===== src/rtl/fifo_word_reader_if.sv =====
// Word-wide valid/ready output stream of the FIFO drain engine.
interface fifo_word_reader_if #(
  parameter int BPW = 4
) ();
  logic [8*BPW-1:0] m_data;
  logic [BPW-1:0]   m_keep;
  logic             m_last;
  logic             m_valid;
  logic             m_ready;

  modport master (
    output m_data,
    output m_keep,
    output m_last,
    output m_valid,
    input  m_ready
  );

  modport slave (
    input  m_data,
    input  m_keep,
    input  m_last,
    input  m_valid,
    output m_ready
  );
endinterface


===== src/rtl/fifo_word_reader.sv =====
// Read-side drain engine: pops bytes from the byte FIFO, packs BPW of them
// little-endian into one word and offers it on a valid/ready stream. A flush
// request emits whatever partial word is held, tagged with keep and last.
module fifo_word_reader #(
  parameter int BPW = 4
) (
  input  logic                 clk,
  input  logic                 rst,
  input  logic                 fifo_empty,
  input  logic [7:0]           fifo_data_out,
  output logic                 fifo_r_en,
  input  logic                 flush,
  output logic                 flush_done,
  fifo_word_reader_if.master   m
);

  localparam int CW = $clog2(BPW + 1);

  typedef enum logic {
    FILL = 1'b0,
    SEND = 1'b1
  } state_t;

  state_t           state;
  state_t           state_next;
  logic [CW-1:0]    cnt;
  logic             rd_pend;
  logic             flush_req;
  logic [8*BPW-1:0] data_q;
  logic [BPW-1:0]   keep_q;
  logic             last_q;
  logic             valid_q;

  logic             cnt_full;
  logic             word_load;
  logic             word_last;
  logic             word_take;
  logic             req_clear;
  logic             done_next;

  assign cnt_full = (int'(cnt) == BPW);

  assign m.m_data  = data_q;
  assign m.m_keep  = keep_q;
  assign m.m_last  = last_q;
  assign m.m_valid = valid_q;

  // Next-state decode plus the FIFO read request and word-control strobes.
  always_comb begin
    // NOTE: every output of this block gets a default first so no path can
    // leave one unassigned and infer a latch.
    state_next = state;
    fifo_r_en  = 1'b0;
    word_load  = 1'b0;
    word_last  = 1'b0;
    word_take  = 1'b0;
    req_clear  = 1'b0;
    done_next  = 1'b0;
    unique case (state)
      FILL: begin
        // Count the byte still in flight so the pack register never overfills.
        fifo_r_en = !rst && !fifo_empty && !flush_req &&
                    ((int'(cnt) + int'(rd_pend)) < BPW);
        if (cnt_full) begin
          state_next = SEND;
          word_load  = 1'b1;
          word_last  = flush_req;
        end else if (flush_req && !rd_pend) begin
          if (cnt != '0) begin
            state_next = SEND;
            word_load  = 1'b1;
            word_last  = 1'b1;
          end else begin
            // Nothing buffered: the flush completes without emitting a word.
            done_next = 1'b1;
            req_clear = 1'b1;
          end
        end
      end
      SEND: begin
        if (valid_q && m.m_ready) begin
          state_next = FILL;
          word_take  = 1'b1;
          if (last_q) begin
            done_next = 1'b1;
            req_clear = 1'b1;
          end
        end
      end
      default: state_next = FILL;
    endcase
  end

  // State register.
  always_ff @(posedge clk or posedge rst) begin
    if (rst) state <= FILL;
    else     state <= state_next;
  end

  // Pack register, read tracking, flush bookkeeping and output word.
  always_ff @(posedge clk or posedge rst) begin
    // NOTE: sequential state uses non-blocking assignments so every flop
    // samples pre-edge values regardless of statement order.
    if (rst) begin
      cnt        <= '0;
      rd_pend    <= 1'b0;
      flush_req  <= 1'b0;
      data_q     <= '0;
      keep_q     <= '0;
      last_q     <= 1'b0;
      valid_q    <= 1'b0;
      flush_done <= 1'b0;
    end else begin
      rd_pend    <= fifo_r_en;
      flush_done <= done_next;
      // A new pulse wins over a clear so a flush coinciding with the end of
      // the previous one is kept for the next fill.
      if (flush)          flush_req <= 1'b1;
      else if (req_clear) flush_req <= 1'b0;

      if (word_take) begin
        // Clearing data keeps lanes outside m_keep at zero for the next word.
        cnt     <= '0;
        data_q  <= '0;
        keep_q  <= '0;
        last_q  <= 1'b0;
        valid_q <= 1'b0;
      end else begin
        if (rd_pend) begin
          for (int k = 0; k < BPW; k++) begin
            if (int'(cnt) == k) begin
              data_q[8*k +: 8] <= fifo_data_out;
              keep_q[k]        <= 1'b1;
            end
          end
          cnt <= cnt + CW'(1);
        end
        if (word_load) begin
          valid_q <= 1'b1;
          last_q  <= word_last;
        end
      end
    end
  end

endmodule


===== src/flat_wrapper.sv =====
// flat-port wrapper written by rule: the top's interface ports become plain ports
module fifo_word_reader_flat 
#(
  parameter int BPW = 4
)
  (clk, rst, fifo_empty, fifo_data_out, fifo_r_en, flush, flush_done, m_m_data, m_m_keep, m_m_last, m_m_valid, m_m_ready);
  fifo_word_reader_if #(.BPW(BPW)) m_i ();
  input  logic clk;
  input  logic rst;
  input  logic fifo_empty;
  input  logic [7:0] fifo_data_out;
  output logic fifo_r_en;
  input  logic flush;
  output logic flush_done;
  output wire logic [$bits(m_i.m_data)-1:0] m_m_data;
  output wire logic [$bits(m_i.m_keep)-1:0] m_m_keep;
  output wire logic [$bits(m_i.m_last)-1:0] m_m_last;
  output wire logic [$bits(m_i.m_valid)-1:0] m_m_valid;
  input wire logic [$bits(m_i.m_ready)-1:0] m_m_ready;
  assign m_m_data = m_i.m_data;
  assign m_m_keep = m_i.m_keep;
  assign m_m_last = m_i.m_last;
  assign m_m_valid = m_i.m_valid;
  assign m_i.m_ready = m_m_ready;
  fifo_word_reader #(.BPW(BPW)) u_core (.clk(clk), .rst(rst), .fifo_empty(fifo_empty), .fifo_data_out(fifo_data_out), .fifo_r_en(fifo_r_en), .flush(flush), .flush_done(flush_done), .m(m_i));
endmodule

===== config.mk =====
export PLATFORM = sky130hd
export DESIGN_NAME = fifo_word_reader_flat
export DESIGN_NICKNAME = d
export VERILOG_FILES = /design/src/rtl/fifo_word_reader_if.sv /design/src/rtl/fifo_word_reader.sv /design/src/flat_wrapper.sv
export SDC_FILE = /design/constraint.sdc
export NUM_CORES = 1
export LEC_CHECK = 0
export ABC_CLOCK_PERIOD_IN_PS = 1900
export BUFFER_PORTS_ARGS = -buffer_cell sky130_fd_sc_hd__clkbuf_2
export CAP_MARGIN = 20
export CORE_MARGIN = 2
export CORE_UTILIZATION = 51
export DETAILED_ROUTE_END_ITERATION = 8
export MAX_ROUTING_LAYER = met4
export PLACE_DENSITY = 0.88
export SYNTH_ARGS = -nofsm -noshare
export SYNTH_HDL_FRONTEND = slang
export SYNTH_SLANG_ARGS = --single-unit

===== constraint.sdc =====
create_clock -name clk -period 1.9 [get_ports clk]
set_input_delay 0.285 -clock clk [delete_from_list [all_inputs] [get_ports clk]]
set_output_delay 0.285 -clock clk [all_outputs]
set_load 0.01 [all_outputs]

; After elaboration in Yosys (flattened, before gate mapping)
; Index checks and enable logic that the tools add are counted.
[totals]
ramBits = 0
output_inout_bits = 40
rom_bits = 0
latch_bits = 0
n_memories = 0
inputBits = 13
regBits = 45
[classes]
shifts = 0
n_eq_ne = 4
n_lt_le_gt_ge = 1
div = 0
bitwise_logic = 1
reduce_logical = 22
muxes = 37
mul = 0
add_sub_neg = 2
[op_table]
columns = op, count
row1 = 2-to-1 mux 32 bit, 2
row2 = less-than comparator 32 x 4 -> 1 bit (second input constant), 1
row3 = 2-to-1 mux 8 bit, 4
row4 = 2-to-1 mux 1 bit, 25
row5 = nonzero test 2 bit, 7
row6 = == test 3 bit (second input constant), 3
row7 = 2-to-1 mux 4 bit, 2
row8 = AND reduction 2 bit, 4
row9 = 2-to-1 mux 3 bit, 2
row10 = logical AND 1 bit, 5
row11 = adder 3 x 1 -> 4 bit, 1
row12 = zero test 1 bit, 4
row13 = one-hot mux 1 bit (2 select lines), 2
row14 = adder 3 x 1 -> 3 bit (second input constant), 1
row15 = == test 3 x 2 -> 1 bit (second input constant), 1
row16 = zero test 3 bit, 1
row17 = nonzero test 3 bit, 1
row18 = inverter 1 bit, 1

; Depth between registers and ports, before layout
[logic_depth]
word_depth = 7
depth_mapped = 6
mapped_depth_nobuf = 5

; Least setup slack after synthesis
; OpenSTA, ideal clock, no wires.
[synth_timing]
path_kind = register -> output
start = register u_core.cnt[2]
end = output fifo_r_en
arrival_time_ns = 1.313
path_slack_ns = 0.302
stages_incl_launch_ff = 3
cell_sequence = dfrtp_1 -> or4_1 -> a311oi_1
[synth_between]
elab_chain_len = 4
[synth_rtl]
columns = element, line
row1 = start: declaration, fifo_word_reader.sv:26  ; logic [CW-1:0] cnt;
row2 = start signal: assignment, fifo_word_reader.sv:136  ; cnt <= cnt + CW'(1);
row3 = adder 3 x 1 -> 4 bit, fifo_word_reader.sv:63  ; ((int'(cnt) + int'(rd_pend)) < BPW);
row4 = less-than comparator 32 x 4 -> 1 bit, fifo_word_reader.sv:63
row5 = logical AND 1 bit, fifo_word_reader.sv:62  ; fifo_r_en = !rst && !fifo_empty && !flush_req &&
row6 = 2-to-1 mux 1 bit, fifo_word_reader.sv:59  ; unique case (state)
row7 = end: declaration, flat_wrapper.sv:12  ; output logic fifo_r_en;
; Every way passes these cells.

; Worst setup path in the final report
; Same ends and word-level chain as after synthesis.

==> metrics <==
status finished, violations left; failing checks negative setup slack; crit-path leading delay family simple AND/OR/NAND/NOR gates; Layout Skew 0.00378 ns; final worst-path cycle share 1.01; crit start category flip-flop; I/O pins 53; Rows 22; slowest CP cell or4_1; Post-Syn Area per Cell 11.2 µm²; first-pass detailed-route iteration total 4; Hold Path Stages 2; reg2reg path depth 6; library cells used by synthesis 23; Leak 0.00139 µW; final wirelength 4050 µm; number of hold violations in the final report 0; HPWL Detailed 2780 µm; vias per cell 5.13; ANT cells 0; root buffer cell clkbuf_8; Critical Path RT 1.62 ns; WP buf/inv 1; DP Worst Slack 0.208 ns; CTS buffer count 5; achievable frequency 519 MHz; Synth Warn # 0; relative slew slack 0.696; CTS tree yes; Die Span Y 65.2 µm; VDD IR max 0.000616 V; initial DRC count 57; via count 1421; IO buf count 52; ANT nets after route 0; Final Worst Setup Slack -0.0273 ns; Syn-to-layout area delta 22.9%; number of global-route vias before repair 1376; Post-Synthesis Cell Area 1910 µm²; Critical Path Stages 3; synthesized instance count 170; first-pass GRT wire length 6620 µm; Remaining DRCs 0; Layout Utilization 0.647; WS Path Type flip-flop to output pin; Pins Over Slew Limit 0; routability cong. 0.792; Hold Path Class input pin to flip-flop; core area 3630 µm²; Avg WL per Cell 14.6 µm; worst-skew pair later-pin latency 0.29 ns; total track usage 0.210; measured slew at the worst slew-check pin 0.451 ns; die width 65.2 µm; CP max FO 2; largest net degree at the start of global routing 41; fin nets 246; Mapped Nets 188; share of cells above drive strength 1 0.314; PwrDens 1320 nW/µm²; Clock Pin Slew Worst Setup and Hold Paths 0.08 ns; gr ovfl total 0; CP Capture Type output pin; antenna violations before repair 0; Setup-failing EPs final 1; RSZ-0062 raised after global routing true; CTS Buffer Depth 2; die area 4250 µm²; max-cap viol count 0; Worst path max stage delay 0.54 ns; Tmin final 1.93 ns; sequence of cells on the critical path or4_1 > a311oi_2 > buf_2; CTS Sinks 45; Initial Utilization 0.526; CP arrival 1.64 ns; sequential share of the synthesized area 0.589; Yosys reg bits 45; H-tree Lvls 2
[timing repair]
action	4_1_cts	5_1_grt
hold buffers	1	0
setup endpoints to repair	1	1
resized for setup	1	1
endpoints found under the hold margin	8	0
buffers inserted	2	0
[registers in the layout, summed over array words and instances (netlist names)]
| signal | flops |
|---|---|
| u_core.m.m_data | 32 |
| u_core.flush_req | 1 |
| u_core.state | 1 |
| u_core.cnt | 3 |
| u_core.flush_done | 1 |
| u_core.m.m_last | 1 |
| u_core.m.m_valid | 1 |
| u_core.m.m_keep | 4 |
| u_core.rd_pend | 1 |
[metal layers]
layer  GRT usage  wire, µm  vias to the layer above
met4      0.0781        51                        0
met1       0.264      1800                      686
met3      0.0411       179                        6
met5           -         0                        -
li1            -         -                      681
met2       0.341      2010                       48
[report_power, final]
group	internal [µW]	total, µW	switching (µW)
logic	481	1080	601
registers	1240	1440	199
clock network	259	581	322
total	1980	3110	1120
[cell type report]
| class | count | area, µm² |
|---|---|---|
| fill | 316 | 1280 |
| clock buffer | 6 | 72.6 |
| multi-input combinational | 106 | 708 |
| clock inverter | 2 | 15.0 |
| timing repair buffer | 62 | 338 |
| sequential | 45 | 1130 |
| tap | 48 | 60.1 |
| inverter | 8 | 30.0 |
[cells in the final DEF (no fill, tap or decap)]
cell           count
buf_2              1
a211oi_1           1
clkbuf_1           1
o41ai_2            1
clkinvlp_4         2
xnor2_1            1
nor2_1            28
nand3_1            8
buf_4              9
a311oi_2           1
or4b_1             1
clkbuf_8           5
a31o_1             1
nand3b_1           4
and3_1             1
inv_2              1
ha_1               5
mux2i_1           26
dfrtp_1           45
nand2b_1           1
or4_1              1
dlygate4sd3_1      1
inv_1              7
nand2_1           11
o21ba_2            1
o21ai_0            1
a21oi_1           12
clkbuf_2          51
a21o_1             1
[synth_stat cells, drive strengths merged]
cell    instances  area [µm²]
o41ai           1        16.3
and3            1        6.26
buf            10        50.1
dfrtp          45        1130
ha              5        62.6
nor2           28         105
or4             1        7.51
xnor2           1        8.76
a31o            1        8.76
o21ba           1        10.0
mux2i          26         260
a21oi          12        60.1
clkbuf          1        3.75
a311oi          1        8.76
a211oi          1        7.51
o21ai           1        5.00
nand2          11        41.3
or4b            1        10.0
nand3           8        40.0
nand2b          1        6.26
a21o            1        7.51
inv             8        30.0
nand3b          4        30.0
[cells by family after synthesis]
| group | count (synthesis) | share of synthesized area |
|---|---|---|
| xor+xnor | 1 | 0.00458 |
| buf+inv | 19 | 0.0438 |
| flops | 45 | 0.589 |
| compound gates | 19 | 0.0648 |
| fa+ha+maj | 5 | 0.0327 |
| simple gates | 55 | 0.129 |
| mux | 26 | 0.136 |
[final timing paths]
| kind | startpoint | to | slack, ns |
|---|---|---|---|
| hold reg to reg | u_core.m.m_keep[0]$_DFFE_PP0P_ | u_core.m.m_keep[0]$_DFFE_PP0P_ | 0.51 |
| hold / removal | flush | u_core.flush_req$_DFFE_PP0P_ | 0.19 |
| max in group asynchronous | rst | u_core.m.m_data[24]$_DFFE_PP0P_ | 0.76 |
| setup reg to reg | u_core.cnt[0]$_DFFE_PP0P_ | u_core.m.m_data[6]$_DFFE_PP0P_ | 0.22 |
| setup / recovery | u_core.cnt[2]$_DFFE_PP0P_ | fifo_r_en | -0.03 |
| min in group asynchronous | rst | u_core.rd_pend$_DFF_PP0_ | 0.44 |
[stage by stage]
stage           TNS, ns  power (µW)  hold WS [ns]  instance area (µm²)  instances
6_report        -0.0273        3110         0.187                 2350        277
5_1_grt         -0.0893        3320         0.187                 2350        277
4_1_cts        -0.00166        3120         0.182                 2350        277
3_5_place_dp          0        2510         0.197                 2230        266
3_3_place_gp          0        2440         0.188                 2230        266
2_1_floorplan         0        2100         0.388                 1910        170
Power figures use the tool's default switching activity.
